File: config.mk
export PLATFORM = sky130hd
export DESIGN_NAME = perdio_monitor
export DESIGN_NICKNAME = d
export VERILOG_FILES = /design/src/rtl/perdio_pkg.sv /design/src/rtl/perdio_or_reduce.sv /design/src/rtl/perdio_monitor.sv
export SDC_FILE = /design/constraint.sdc
export NUM_CORES = 1
export LEC_CHECK = 0
export ABC_CLOCK_PERIOD_IN_PS = 2500
export CAP_MARGIN = 5
export CELL_PAD_IN_SITES_DETAIL_PLACEMENT = 1
export CELL_PAD_IN_SITES_GLOBAL_PLACEMENT = 2
export CORE_UTILIZATION = 24
export CTS_CLUSTER_DIAMETER = 200
export DETAILED_ROUTE_END_ITERATION = 10
export PLACE_DENSITY = 0.77
export SYNTH_ARGS = -nofsm -noshare
export SYNTH_HDL_FRONTEND = slang
export SYNTH_HIERARCHICAL = 1
export SYNTH_SLANG_ARGS = --single-unit
File: constraint.sdc
create_clock -name PERDIO_MONITOR_CLOCK_50 -period 2.5 [get_ports PERDIO_MONITOR_CLOCK_50]
set_input_delay 0.25 -clock PERDIO_MONITOR_CLOCK_50 [delete_from_list [all_inputs] [get_ports PERDIO_MONITOR_CLOCK_50]]
set_output_delay 0.25 -clock PERDIO_MONITOR_CLOCK_50 [all_outputs]
set_load 0.01 [all_outputs]
File: src/rtl/perdio_pkg.sv
// perdio_pkg: shared definitions for the life-loss monitor.
//   state_e  - monitor state encoding (PLAY / RESPAWN / GAMEOVER)
//   LIVES_W  - width of the lives register
//   HOLD_W   - width of the hit persistence counter
//   BLANK_W  - width of the respawn blanking counter
package perdio_pkg;

    typedef enum logic [1:0] {
        ST_PLAY     = 2'd0,
        ST_RESPAWN  = 2'd1,
        ST_GAMEOVER = 2'd2
    } state_e;

    localparam int LIVES_W = 4;
    localparam int HOLD_W  = 4;
    localparam int BLANK_W = 8;

endpackage

File: src/rtl/perdio_or_reduce.sv
// perdio_or_reduce: masks the per-channel hit flags and OR-reduces them.
//   hit_i    [N_CH] - raw collision flags
//   mask_i   [N_CH] - channel enables (0 = channel ignored)
//   masked_o [N_CH] - hit_i AND mask_i
//   any_o           - OR of masked_o
// Purely combinational.
module perdio_or_reduce #(
    parameter int N_CH = 8
) (
    input  logic [N_CH-1:0] hit_i,
    input  logic [N_CH-1:0] mask_i,
    output logic [N_CH-1:0] masked_o,
    output logic            any_o
);

    generate
        for (genvar gi = 0; gi < N_CH; gi++) begin : g_mask
            assign masked_o[gi] = hit_i[gi] & mask_i[gi];
        end
    endgenerate

    assign any_o = |masked_o;

endmodule

File: src/rtl/perdio_monitor.sv
// perdio_monitor: counts lives in a frogger-style game.
// A loss is taken when any enabled hit channel stays asserted for HOLD_CYCLES
// consecutive enabled cycles while playing. After a non-final loss the monitor
// blanks hits for RESPAWN_CYCLES enabled cycles; the final loss parks it in
// GAMEOVER until restart or reset.
//   PERDIO_MONITOR_CLOCK_50      - system clock
//   PERDIO_MONITOR_RESET_InHigh  - synchronous active-high reset
//   PERDIO_MONITOR_hit_In        - per-channel collision flags
//   PERDIO_MONITOR_mask_In       - per-channel enable
//   PERDIO_MONITOR_enable_In     - game running (low freezes)
//   PERDIO_MONITOR_restart_In    - reload lives and return to PLAY
//   PERDIO_MONITOR_perdio_Out    - one-cycle pulse per life lost
//   PERDIO_MONITOR_gameover_Out  - high while in GAMEOVER
//   PERDIO_MONITOR_respawn_Out   - high while in RESPAWN
//   PERDIO_MONITOR_lives_Out     - remaining lives
//   PERDIO_MONITOR_cause_Out     - masked hits captured at the last loss
module perdio_monitor
    import perdio_pkg::*;
#(
    parameter int N_CH           = 8,
    parameter int LIVES          = 3,
    parameter int HOLD_CYCLES    = 2,
    parameter int RESPAWN_CYCLES = 16
) (
    input  logic                PERDIO_MONITOR_CLOCK_50,
    input  logic                PERDIO_MONITOR_RESET_InHigh,
    input  logic [N_CH-1:0]     PERDIO_MONITOR_hit_In,
    input  logic [N_CH-1:0]     PERDIO_MONITOR_mask_In,
    input  logic                PERDIO_MONITOR_enable_In,
    input  logic                PERDIO_MONITOR_restart_In,
    output logic                PERDIO_MONITOR_perdio_Out,
    output logic                PERDIO_MONITOR_gameover_Out,
    output logic                PERDIO_MONITOR_respawn_Out,
    output logic [LIVES_W-1:0]  PERDIO_MONITOR_lives_Out,
    output logic [N_CH-1:0]     PERDIO_MONITOR_cause_Out
);

    localparam logic [LIVES_W-1:0] LIVES_INIT = LIVES_W'(LIVES);
    localparam logic [HOLD_W-1:0]  HOLD_LAST  = HOLD_W'(HOLD_CYCLES - 1);
    localparam logic [BLANK_W-1:0] BLANK_LAST = BLANK_W'(RESPAWN_CYCLES - 1);

    logic                clk;
    logic                srst;
    logic [N_CH-1:0]     masked_hit;
    logic                any_hit;

    state_e              state_q,    state_d;
    logic [HOLD_W-1:0]   hold_q,     hold_d;
    logic [BLANK_W-1:0]  blank_q,    blank_d;
    logic [LIVES_W-1:0]  lives_q,    lives_d;
    logic [N_CH-1:0]     cause_q,    cause_d;
    logic                perdio_q,   perdio_d;
    logic                gameover_q, gameover_d;
    logic                respawn_q,  respawn_d;

    assign clk  = PERDIO_MONITOR_CLOCK_50;
    assign srst = PERDIO_MONITOR_RESET_InHigh;

    perdio_or_reduce #(
        .N_CH (N_CH)
    ) u_or_reduce (
        .hit_i    (PERDIO_MONITOR_hit_In),
        .mask_i   (PERDIO_MONITOR_mask_In),
        .masked_o (masked_hit),
        .any_o    (any_hit)
    );

    // State and datapath registers; reset wins over every other input.
    always_ff @(posedge clk) begin
        if (srst) begin
            state_q    <= ST_PLAY;
            hold_q     <= '0;
            blank_q    <= '0;
            lives_q    <= LIVES_INIT;
            cause_q    <= '0;
            perdio_q   <= 1'b0;
            gameover_q <= 1'b0;
            respawn_q  <= 1'b0;
        end else begin
            state_q    <= state_d;
            hold_q     <= hold_d;
            blank_q    <= blank_d;
            lives_q    <= lives_d;
            cause_q    <= cause_d;
            perdio_q   <= perdio_d;
            gameover_q <= gameover_d;
            respawn_q  <= respawn_d;
        end
    end

    // Next-state and counter logic.
    always_comb begin
        state_d  = state_q;
        hold_d   = hold_q;
        blank_d  = blank_q;
        lives_d  = lives_q;
        cause_d  = cause_q;
        perdio_d = 1'b0;

        if (PERDIO_MONITOR_restart_In) begin
            // Restart beats a loss arriving on the same edge.
            state_d = ST_PLAY;
            hold_d  = '0;
            blank_d = '0;
            lives_d = LIVES_INIT;
            cause_d = '0;
        end else begin
            unique case (state_q)
                ST_PLAY: begin
                    if (!PERDIO_MONITOR_enable_In) begin
                        hold_d = '0;
                    end else if (any_hit) begin
                        if (hold_q == HOLD_LAST) begin
                            hold_d   = '0;
                            blank_d  = '0;
                            perdio_d = 1'b1;
                            cause_d  = masked_hit;
                            lives_d  = (lives_q != '0) ? lives_q - LIVES_W'(1) : '0;
                            state_d  = (lives_q > LIVES_W'(1)) ? ST_RESPAWN : ST_GAMEOVER;
                        end else begin
                            hold_d = hold_q + HOLD_W'(1);
                        end
                    end else begin
                        hold_d = '0;
                    end
                end
                ST_RESPAWN: begin
                    // Hits are ignored, so the persistence count restarts
                    // from zero when play resumes.
                    hold_d = '0;
                    if (PERDIO_MONITOR_enable_In) begin
                        if (blank_q == BLANK_LAST) begin
                            blank_d = '0;
                            state_d = ST_PLAY;
                        end else begin
                            blank_d = blank_q + BLANK_W'(1);
                        end
                    end
                end
                ST_GAMEOVER: begin
                end
                default: begin
                    state_d = ST_PLAY;
                end
            endcase
        end
    end

    // Level outputs are decoded from the next state so they land in
    // registers alongside the state itself.
    always_comb begin
        gameover_d = (state_d == ST_GAMEOVER);
        respawn_d  = (state_d == ST_RESPAWN);
    end

    assign PERDIO_MONITOR_perdio_Out   = perdio_q;
    assign PERDIO_MONITOR_gameover_Out = gameover_q;
    assign PERDIO_MONITOR_respawn_Out  = respawn_q;
    assign PERDIO_MONITOR_lives_Out    = lives_q;
    assign PERDIO_MONITOR_cause_Out    = cause_q;

endmodule

* Word level (Yosys, flattened, before mapping)
Index checks and enable logic that the tools add are counted.
** Storage, ports and cells
- Bits in registers :: 29
- Input port bits :: 20
- Output and inout bits :: 15
** Operators by class
- $add $sub $neg :: 3
- Magnitude comparators :: 1
- Equality and inequality tests :: 10
- Mux-type cells :: 20
- Bitwise operators :: 11
- Reductions and logical operators :: 8
** Operators with widths (number)
- 8-bit two-way mux :: 5
- 4-bit two-way mux :: 4
- 8-bit case mux with 2 select lines :: 1
- 2-bit two-way mux :: 7
- 8-bit by 1-bit adder with 8-bit output, second input constant :: 1
- 1-bit AND :: 8
- 8-bit by 4-bit == test with 1-bit output, second input constant :: 1
- 2-bit != test, second input constant :: 4
- 4-bit case mux with 2 select lines :: 1
- 8-bit OR reduction :: 1
- 2-bit case mux with 3 select lines :: 1
- 5-bit AND reduction :: 1
- 5-bit OR reduction :: 1
- 4-bit by 1-bit adder with 4-bit output, second input constant :: 1
- 2-bit by 1-bit == test with 1-bit output, second input constant :: 2
- 2-bit == test, second input constant :: 2
- 4-bit by 1-bit == test with 1-bit output, second input constant :: 1
- 4-bit by 1-bit greater-than comparator with 1-bit output, second input constant :: 1
- 4-bit AND reduction :: 1
- 4-bit nonzero test :: 1
- 4-bit by 1-bit subtractor with 4-bit output, second input constant :: 1
- 1-bit NOT :: 3
- 2-bit zero test :: 1
- 2-bit nonzero test :: 1
- other kinds (2) :: 2

* Logic depth before layout (Yosys ltp)
Gate-level depths: netlist of run 1.
- Word-level depth :: 8
- Mapped depth :: 9
- Depth with buffers taken out :: 7

* Hierarchy
Netlist of run 1, hierarchy kept.
** Modules (own cells, without submodules)
- perdio_monitor :: times used 1, cells each 148, area an instance 1249.9 um2
- perdio_or_reduce :: times used 1, cells each 11, area an instance 73.8 um2

* Worst setup path after synthesis of run 1
No wires, ideal clock.
- Path type :: input -> register
- Start :: input PERDIO_MONITOR_hit_In[3]
- End :: register blank_q[7]
- Library setup time :: 0.073 ns
- Data arrival time :: 2.368 ns
- Required time :: 2.427 ns
- Slack :: 0.059 ns
- Cell stages on the path :: 7
- Buffers on the path :: 0
- Cells stage by stage :: and2_4 -> or4_1 -> or4_1 -> and4bb_2 -> o21ai_0 -> o21ai_0 -> a21oi_1
** Between the ends
- Longest elaborated chain between the ends :: 4
** RTL lines
- from (decl) :: RTL line perdio_monitor.sv:27 : input logic [N_CH-1:0] PERDIO_MONITOR_hit_In,
- 1-bit AND :: RTL line perdio_or_reduce.sv:18 : assign masked_o[gi] = hit_i[gi] & mask_i[gi];
- 8-bit OR reduction :: RTL line perdio_or_reduce.sv:22 : assign any_o = |masked_o;
- via any_hit :: RTL line perdio_monitor.sv:45 : logic any_hit;
- 2-bit != test (no source line)
- 5-bit AND reduction (no source line)
- to (signal assigned) :: RTL line perdio_monitor.sv:82 : blank_q <= blank_d;
- to (decl) :: RTL line perdio_monitor.sv:49 : logic [BLANK_W-1:0] blank_q, blank_d;
The timed path passes the listed nets, and every way through them passes these cells.
A chain may end at the register's enable or synchronous reset.

* Worst setup path after layout of run 1
- Start :: input PERDIO_MONITOR_hit_In[3]
- End :: register blank_q[7]
** Between the ends
- Longest elaborated chain between the ends :: 4
** RTL lines
- 1-bit AND :: RTL line perdio_or_reduce.sv:18
- via masked_hit[3] :: RTL line perdio_monitor.sv:44 : logic [N_CH-1:0] masked_hit;
- 8-bit OR reduction :: RTL line perdio_or_reduce.sv:22
- via any_hit :: RTL line perdio_monitor.sv:45
- 2-bit != test (no source line)
- 5-bit AND reduction (no source line)
The timed path passes the listed nets, and every way through them passes these cells.

==> impl_metrics.yaml, run 1 <==
outcome:
  status: "finished clean"
sta:
  hold_viol: 0
  min_period_ns: 2.423
  skew_ns: 0.002110
  setup_tns_ns: 0
  worstMarginPinSlew_ns: 0.6122
  grt_setup_unrepaired: "no"
  drv_slew: 0
  relSlewSlack: 0.5919
  fin_crit_sh: 0.9693
  max_freq_mhz: 412.7
  final.setup.worst_slack_ns: 0.07681
  fin_hold_ws_ns: 0.4575
  setup_viol: 0
placed_design:
  dp_hpwl_um: 2800
  portBuffers: 34
  post-place-ws_ns: -0.4347
  dp.cells: 264
  placed_area_um2: 1782
  place.gp.congestion: 0.7822
logic_synthesis:
  yosysWarningCount: 6
  yosys-top-cells-count: "29 x dfxtp_1, 20 x nand2_1, 19 x a21oi_1"
  ys_types: 35
  synth_area_um2: 1324
  yosysMostFrequentCell: "dfxtp_1"
  synth_top_area_frac: 0.4386
  yosys_register_bits: 29
  postSynth.asyncResetShare: 0
  synthCells: 159
  yosys.area.top_type: "dfxtp_1"
  yosys-top-cells-area: "dfxtp_1 44%, a21oi_1 7.2%, nand2_1 5.7%, nor2_1 3.7%, and2_1 3.3%"
  synth_flop_cell: "dfxtp_1"
  ys_seq_area_frac: 0.4386
  syn_avg_cell_area_um2: 8.326
  synth_nets: 182
  synth_edf_count: 0
final_layout:
  fin_area_um2: 1887
  drive_gt1_frac: 0.1139
  postLayoutCoreUtil: 0.3625
  area.growth.synth_to_final_pct: 42.53
  diodes: 0
  num-fill-cells: 627
  fin_nets: 225
  final_cells: 272
grt:
  grt_pass1_wl_um: 6285
  grt_pass1_vias: 1395
  overflow: 0
  grt_max_degree: 13
  grtUsageTotal: 0.1360
  antenna_found_initial: 0
pwr:
  vdd_drop_max_v: 0.0001817
  swShare: 0.2208
  combPwrFrac: 0.091
  finalPower_mw: 0.9408
  seq_power_share: 0.497
  power.internal_mw: 0.7331
  leakagePower_nw: 0.6485
  powerDensity_nw_per_um2: 498.6
  p_switching_mw: 0.2077
  p_clk_frac: 0.412
routing:
  highest_layer: "met4"
  drc: 0
  post_drt_wl_per_cell_um: 13.53
  vias_per_cell: 4.746
  postRouteAntennaNets: 0
  vias: 1291
  met1_length_um: 1597
  firstDrtPassIters: 4
  drt-total-wl_um: 3680
  wl_met3_um: 136
  wl_met2_um: 1858
  dr.first_iter.drc_count: 43
worst_setup_path:
  cp_max_fo: 4
  critical_path_class: "in -> reg"
  cp-end-kind: "flop"
  critPathArrivalTime_ns: 2.63
  crit_start: "PERDIO_MONITOR_hit_In[3]"
  start_kind: "primary input"
  worst-path-buf-inv: 2
  path_cells: "clkdlybuf4s50_1 > and2_4 > or4_4 > or4_4 > and4bb_2 > o211ai_1 > buf_4 > o21ai_0 > a21oi_1"
  slowest_stage: "or4_4"
  crit_top_cell: "or4_4"
  path_delay_family: "simple AND/OR/NAND/NOR gates"
  reg2reg_from: "hold_q[0]$_SDFFE_PP0P_"
  required_ns: 2.71
  max_stage_delay_ns: 0.52
clock_tree:
  cts_tree: "yes"
  cts_hold_buf: 0
  clk_latency_ns: 0.28
  clk_pin_slew_ns: 0.06
  cts_root_buf: "clkbuf_8"
  cts_buffer_depth: 2
  cts.sinks: 29
  cts_max_level: 2
  cts_made_buffers: 5
floorplanning:
  rows: 26
  num_io_pins: 35
  die_x_um: 76.27
  dieArea_um2: 5816
  start_util: 0.2543
  die_h_um: 76.27
  core_area_um2: 5205
job:
  maxCapViolCount: 0
hold_path:
  min_path_type: "reg -> reg"
  holdCritStartpoint: "PERDIO_MONITOR_cause_Out[0]$_SDFFE_PP0P_"
tightest hold or removal path, cell delays in order, from the launching register on:
cell and delay, ns:
dfxtp_1 0.31, nand2_1 0.05, a21oi_1 0.05
power groups by stage:
| stage | combinational [mW] | clock, mW | sequential, mW |
|---|---|---|---|
| 4_1_cts | 0.0844 | 0.401 | 0.467 |
| 3_3_place_gp | 0.0810 | 0 | 0.477 |
| 6_report | 0.0859 | 0.388 | 0.467 |
| 5_1_grt | 0.0943 | 0.429 | 0.467 |
| 3_5_place_dp | 0.0833 | 0 | 0.477 |
| 2_1_floorplan | 0.0341 | 0 | 0.477 |
repair_timing:
| action | in CTS | in global routing |
|---|---|---|
| resized for setup | 3 | 2 |
| pin swaps | 0 | 2 |
| setup buffers | 0 | 1 |
| endpoints found under the setup margin | 8 | 16 |
registers in the layout, indices dropped and copies added (netlist names):
register and cells:
blank_q 8, PERDIO_MONITOR_gameover_Out 1, hold_q 4, state_q 2, PERDIO_MONITOR_perdio_Out 1, PERDIO_MONITOR_cause_Out 8, PERDIO_MONITOR_respawn_Out 1, PERDIO_MONITOR_lives_Out 4
worst paths after layout:
kind | slack, ns | cells past startpoint | endpoint
setup / recovery | 0.08 | 9 | blank_q[7]$_SDFFE_PP0P_
hold / removal | 0.46 | 2 | PERDIO_MONITOR_cause_Out[0]$_SDFFE_PP0P_
setup reg to reg | 0.48 | 6 | PERDIO_MONITOR_lives_Out[1]$_SDFFE_PP1P_
hold reg to reg | 0.46 | 2 | PERDIO_MONITOR_cause_Out[0]$_SDFFE_PP0P_
per-layer routing:
metal,up-vias,global-route usage
met2,26,0.2450
li1,647,-
met3,8,0.03593
met5,-,0
met4,0,0.07115
met1,610,0.1442
placed cells by master, fill, tap and decap left out, drive strengths merged, types with 2 or more instances in the layout:
cell type | Yosys | routed
clkdlybuf4s50 | 0 | 34
xor2 | 4 | 4
a21oi | 19 | 19
dfxtp | 29 | 29
nand2 | 20 | 20
and2 | 8 | 8
clkbuf | 6 | 7
buf | 0 | 8
or3 | 4 | 4
ha | 3 | 3
and3 | 3 | 3
inv | 3 | 3
or2 | 3 | 3
o21ai | 8 | 8
nor2 | 13 | 13
nor3 | 6 | 6
nand3 | 2 | 2
nor2b | 3 | 3
or4 | 4 | 4
nor4 | 5 | 5
o211ai | 3 | 3
cells by family after synthesis:
family,Yosys count,share of synthesized area
and+or+nand+nor,81,0.3431
buffers and inverters,9,0.02552
AOI/OAI and AO/OA,32,0.1304
adders and majority gates,3,0.02836
xor gates and xnor gates,4,0.02646
muxes,1,0.007562
DFF,29,0.4386
cell type report:
class | count | area [µm²] | area share
timing repair buffer | 42 | 400.4 | 0.2122
inverter | 3 | 11.26 | 0.005968
tap | 70 | 87.58 | 0.04642
clock buffer | 7 | 86.33 | 0.04576
multi-input combinational | 121 | 720.7 | 0.3820
sequential | 29 | 580.6 | 0.3077
No activity file was read; power rests on OpenSTA's default activity.
==> run 2, diff against run 1 <==
Settings changed: ABC_AREA from default to 1, ABC_CLOCK_PERIOD_IN_PS 2500 to 2300, CORE_UTILIZATION 24 to 26, PLACE_DENSITY 0.77 to 0.82.
Clock period 2.5 ns to 2.3 ns, I/O delays scaled along.
==> impl_metrics.yaml, run 2 <==
final_layout:
  area.growth.synth_to_final_pct: 35.39
  diodes: 0
  final_common_cell: "nand2_1"
  layout_common_cells: "52 x nand2_1, 41 x nor2_1, 34 x clkdlybuf4s50_1, 29 x dfxtp_1, 28 x inv_1"
  postLayoutCoreUtil: 0.3642
  drive_gt1_frac: 0.09195
  final_cells: 333
  fin_nets: 283
floorplanning:
  dieArea_um2: 6004
  rows: 27
  start_util: 0.2690
  num_io_pins: 35
  die_x_um: 77.49
  die_h_um: 77.49
  core_area_um2: 5507
logic_synthesis:
  ys_types: 28
  postSynth.asyncResetShare: 0
  synth_compound_area_frac: 0.09375
  yosys-top-cells-area: "dfxtp_1 39%, nand2_1 13%, nor2_1 10%, inv_1 7.1%, nand3_1 6.8%"
  synth_flop_cell: "dfxtp_1"
  yosys.area.top_type: "dfxtp_1"
  synth_edf_count: 0
  synthMuxAreaShare: 0
  synth_top_family_by_area: "simple AND/OR/NAND/NOR gates"
  synthAdderAreaFrac: 0.02534
  synthCells: 220
  yosysMostFrequentCell: "nand2_1"
  synth_area_um2: 1481
  ys_seq_area_frac: 0.3919
  yosys-top-cells-count: "52 x nand2_1, 41 x nor2_1, 29 x dfxtp_1"
  synth_top_area_frac: 0.3919
  synth_nets: 243
  syn_avg_cell_area_um2: 6.734
  yosys_register_bits: 29
  synth_xor_area_frac: 0.01182
  synthSimpleGateAreaFrac: 0.3784
  yosysWarningCount: 6
sta:
  worstMarginPinSlew_ns: 0.3525
  skew_ns: 0.005229
  hold_viol: 0
  drv_slew: 0
  relSlewSlack: 0.7636
  grt_setup_unrepaired: "no"
  setup_viol: 0
  max_freq_mhz: 635.5
  fin_crit_sh: 0.6842
  final.setup.worst_slack_ns: 0.7263
  min_period_ns: 1.574
  setup_tns_ns: 0
grt:
  grt_pass1_wl_um: 6865
  grt_pass1_vias: 1545
  grt_max_degree: 16
  overflow: 0
  grtUsageTotal: 0.1464
  antenna_found_initial: 0
routing:
  drt-total-wl_um: 3878
  vias_per_cell: 4.477
  drc: 0
  post_drt_wl_per_cell_um: 11.65
  firstDrtPassIters: 4
  dr.first_iter.drc_count: 20
  postRouteAntennaNets: 0
  vias: 1491
outcome:
  status: "finished clean"
clock_tree:
  post-cts-setup-buffers: 0
  cts_made_buffers: 5
  cts_max_level: 2
  clk_pin_slew_ns: 0.07
  cts.sinks: 29
  clk_latency_ns: 0.28
  cts_buffer_depth: 2
  post_cts_resized: 0
  cts_hold_buf: 0
  cts_tree: "yes"
  cts_root_buf: "clkbuf_8"
pwr:
  combPwrFrac: 0.103
  swShare: 0.2391
  powerDensity_nw_per_um2: 544.2
  seq_power_share: 0.467
  p_clk_frac: 0.430
  leakagePower_nw: 0.8756
  power.internal_mw: 0.8305
  vdd_drop_max_v: 0.0002594
  p_switching_mw: 0.2610
  finalPower_mw: 1.092
hold_path:
  holdCritStartpoint: "PERDIO_MONITOR_cause_Out[3]$_SDFFE_PP0P_"
  min_path_type: "reg -> reg"
placed_design:
  place.gp.congestion: 0.7046
  post-place-ws_ns: 0.4071
  portBuffers: 34
  dp_hpwl_um: 3000
  dp.cells: 325
worst_setup_path:
  reg2reg_from: "blank_q[0]$_SDFFE_PP0P_"
  worst-path-buf-inv: 2
  cp-end-kind: "flop"
  path_delay_family: "simple AND/OR/NAND/NOR gates"
  critPathArrivalTime_ns: 1.75
  crit_top_cell: "nand2_1"
  critical_path_class: "in -> reg"
  required_ns: 2.48
  crit_start: "PERDIO_MONITOR_hit_In[1]"
  path_cells: "clkdlybuf4s50_1 > nand2_1 > nand2_1 > nor2_1 > nand2_1 > nand2_1 > nor2_4 > nand2_4 > nor2_4 > nand2_1 > o21ai_1 > inv_1"
  cp_max_fo: 12
  slowest_stage: "clkdlybuf4s50_1"
  max_stage_delay_ns: 0.45
  start_kind: "primary input"
job:
  maxCapViolCount: 0
-- run 2: changes by cell type in the layout (fill, tap and decap cells not counted), moves of 6 or more --
cell     change
o21ai_1      +9
nor3_1       -6
inv_1       +25
nand2_1     +32
nor2_1      +28
buf_4        -7
nand3_1     +18
a21oi_1     -13
and2_1       -7
-- run 2: path summary, 6_finish.rpt --
| path | endpoint | slack [ns] | cells past startpoint |
|---|---|---|---|
| hold / removal | PERDIO_MONITOR_cause_Out[3]$_SDFFE_PP0P_ | 0.49 | 2 |
| setup / recovery | PERDIO_MONITOR_lives_Out[3]$_SDFFE_PP0P_ | 0.73 | 12 |
| hold reg to reg | PERDIO_MONITOR_cause_Out[3]$_SDFFE_PP0P_ | 0.49 | 2 |
| setup reg to reg | PERDIO_MONITOR_respawn_Out$_SDFF_PP0_ | 0.74 | 8 |
-- run 2: power by group through the flow --
stage | clock network (mW) | logic (mW) | registers [mW]
after global routing | 0.520 | 0.128 | 0.510
after detailed placement | 0 | 0.115 | 0.521
after global placement | 0 | 0.114 | 0.521
final | 0.469 | 0.113 | 0.510
after floorplan | 0 | 0.0576 | 0.522
after CTS | 0.492 | 0.116 | 0.510
-- run 2: tightest hold or removal path: cells and delay by family, from the launching register on --
kind	cells	cell delay, ns
DFF	1	0.33
and+or+nand+nor	2	0.13
-- run 2: final cells by class --
cell class                      instances  area (µm²)
Tap cell                               72       90.09
Inverter                               35       131.4
Fill cell                             685        3501
Sequential cell                        29       580.6
Clock inverter                          1       5.005
Clock buffer                            7       96.34
Multi-Input combinational cell        154       754.5
Timing Repair Buffer                   35       347.8
-- run 2: routing by layer --
layer	share of wire	global-route usage	vias to the layer above
met5	0	0	-
met1	0.48	0.1741	687
met2	0.46	0.2425	28
met4	0.021	0.07358	0
li1	-	-	767
met3	0.046	0.03765	9
-- run 2: metrics by stage --
step	hold WS (ns)	cell area, µm²
3_5_place_dp	0.4815	1904
6_report	0.4890	2006
2_1_floorplan	0.3024	1481
4_1_cts	0.4967	2006
3_3_place_gp	0.4642	1904
5_1_grt	0.5228	2006
-- run 2: cell families (layout without fill, tap and decap cells) --
family / count (synthesis) / count (layout)
adders and majority gates: 3 / 3
AOI/OAI and AO/OA: 23 / 23
and+or+nand+nor: 126 / 126
xor gates and xnor gates: 2 / 2
DFF: 29 / 29
buffers and inverters: 37 / 78
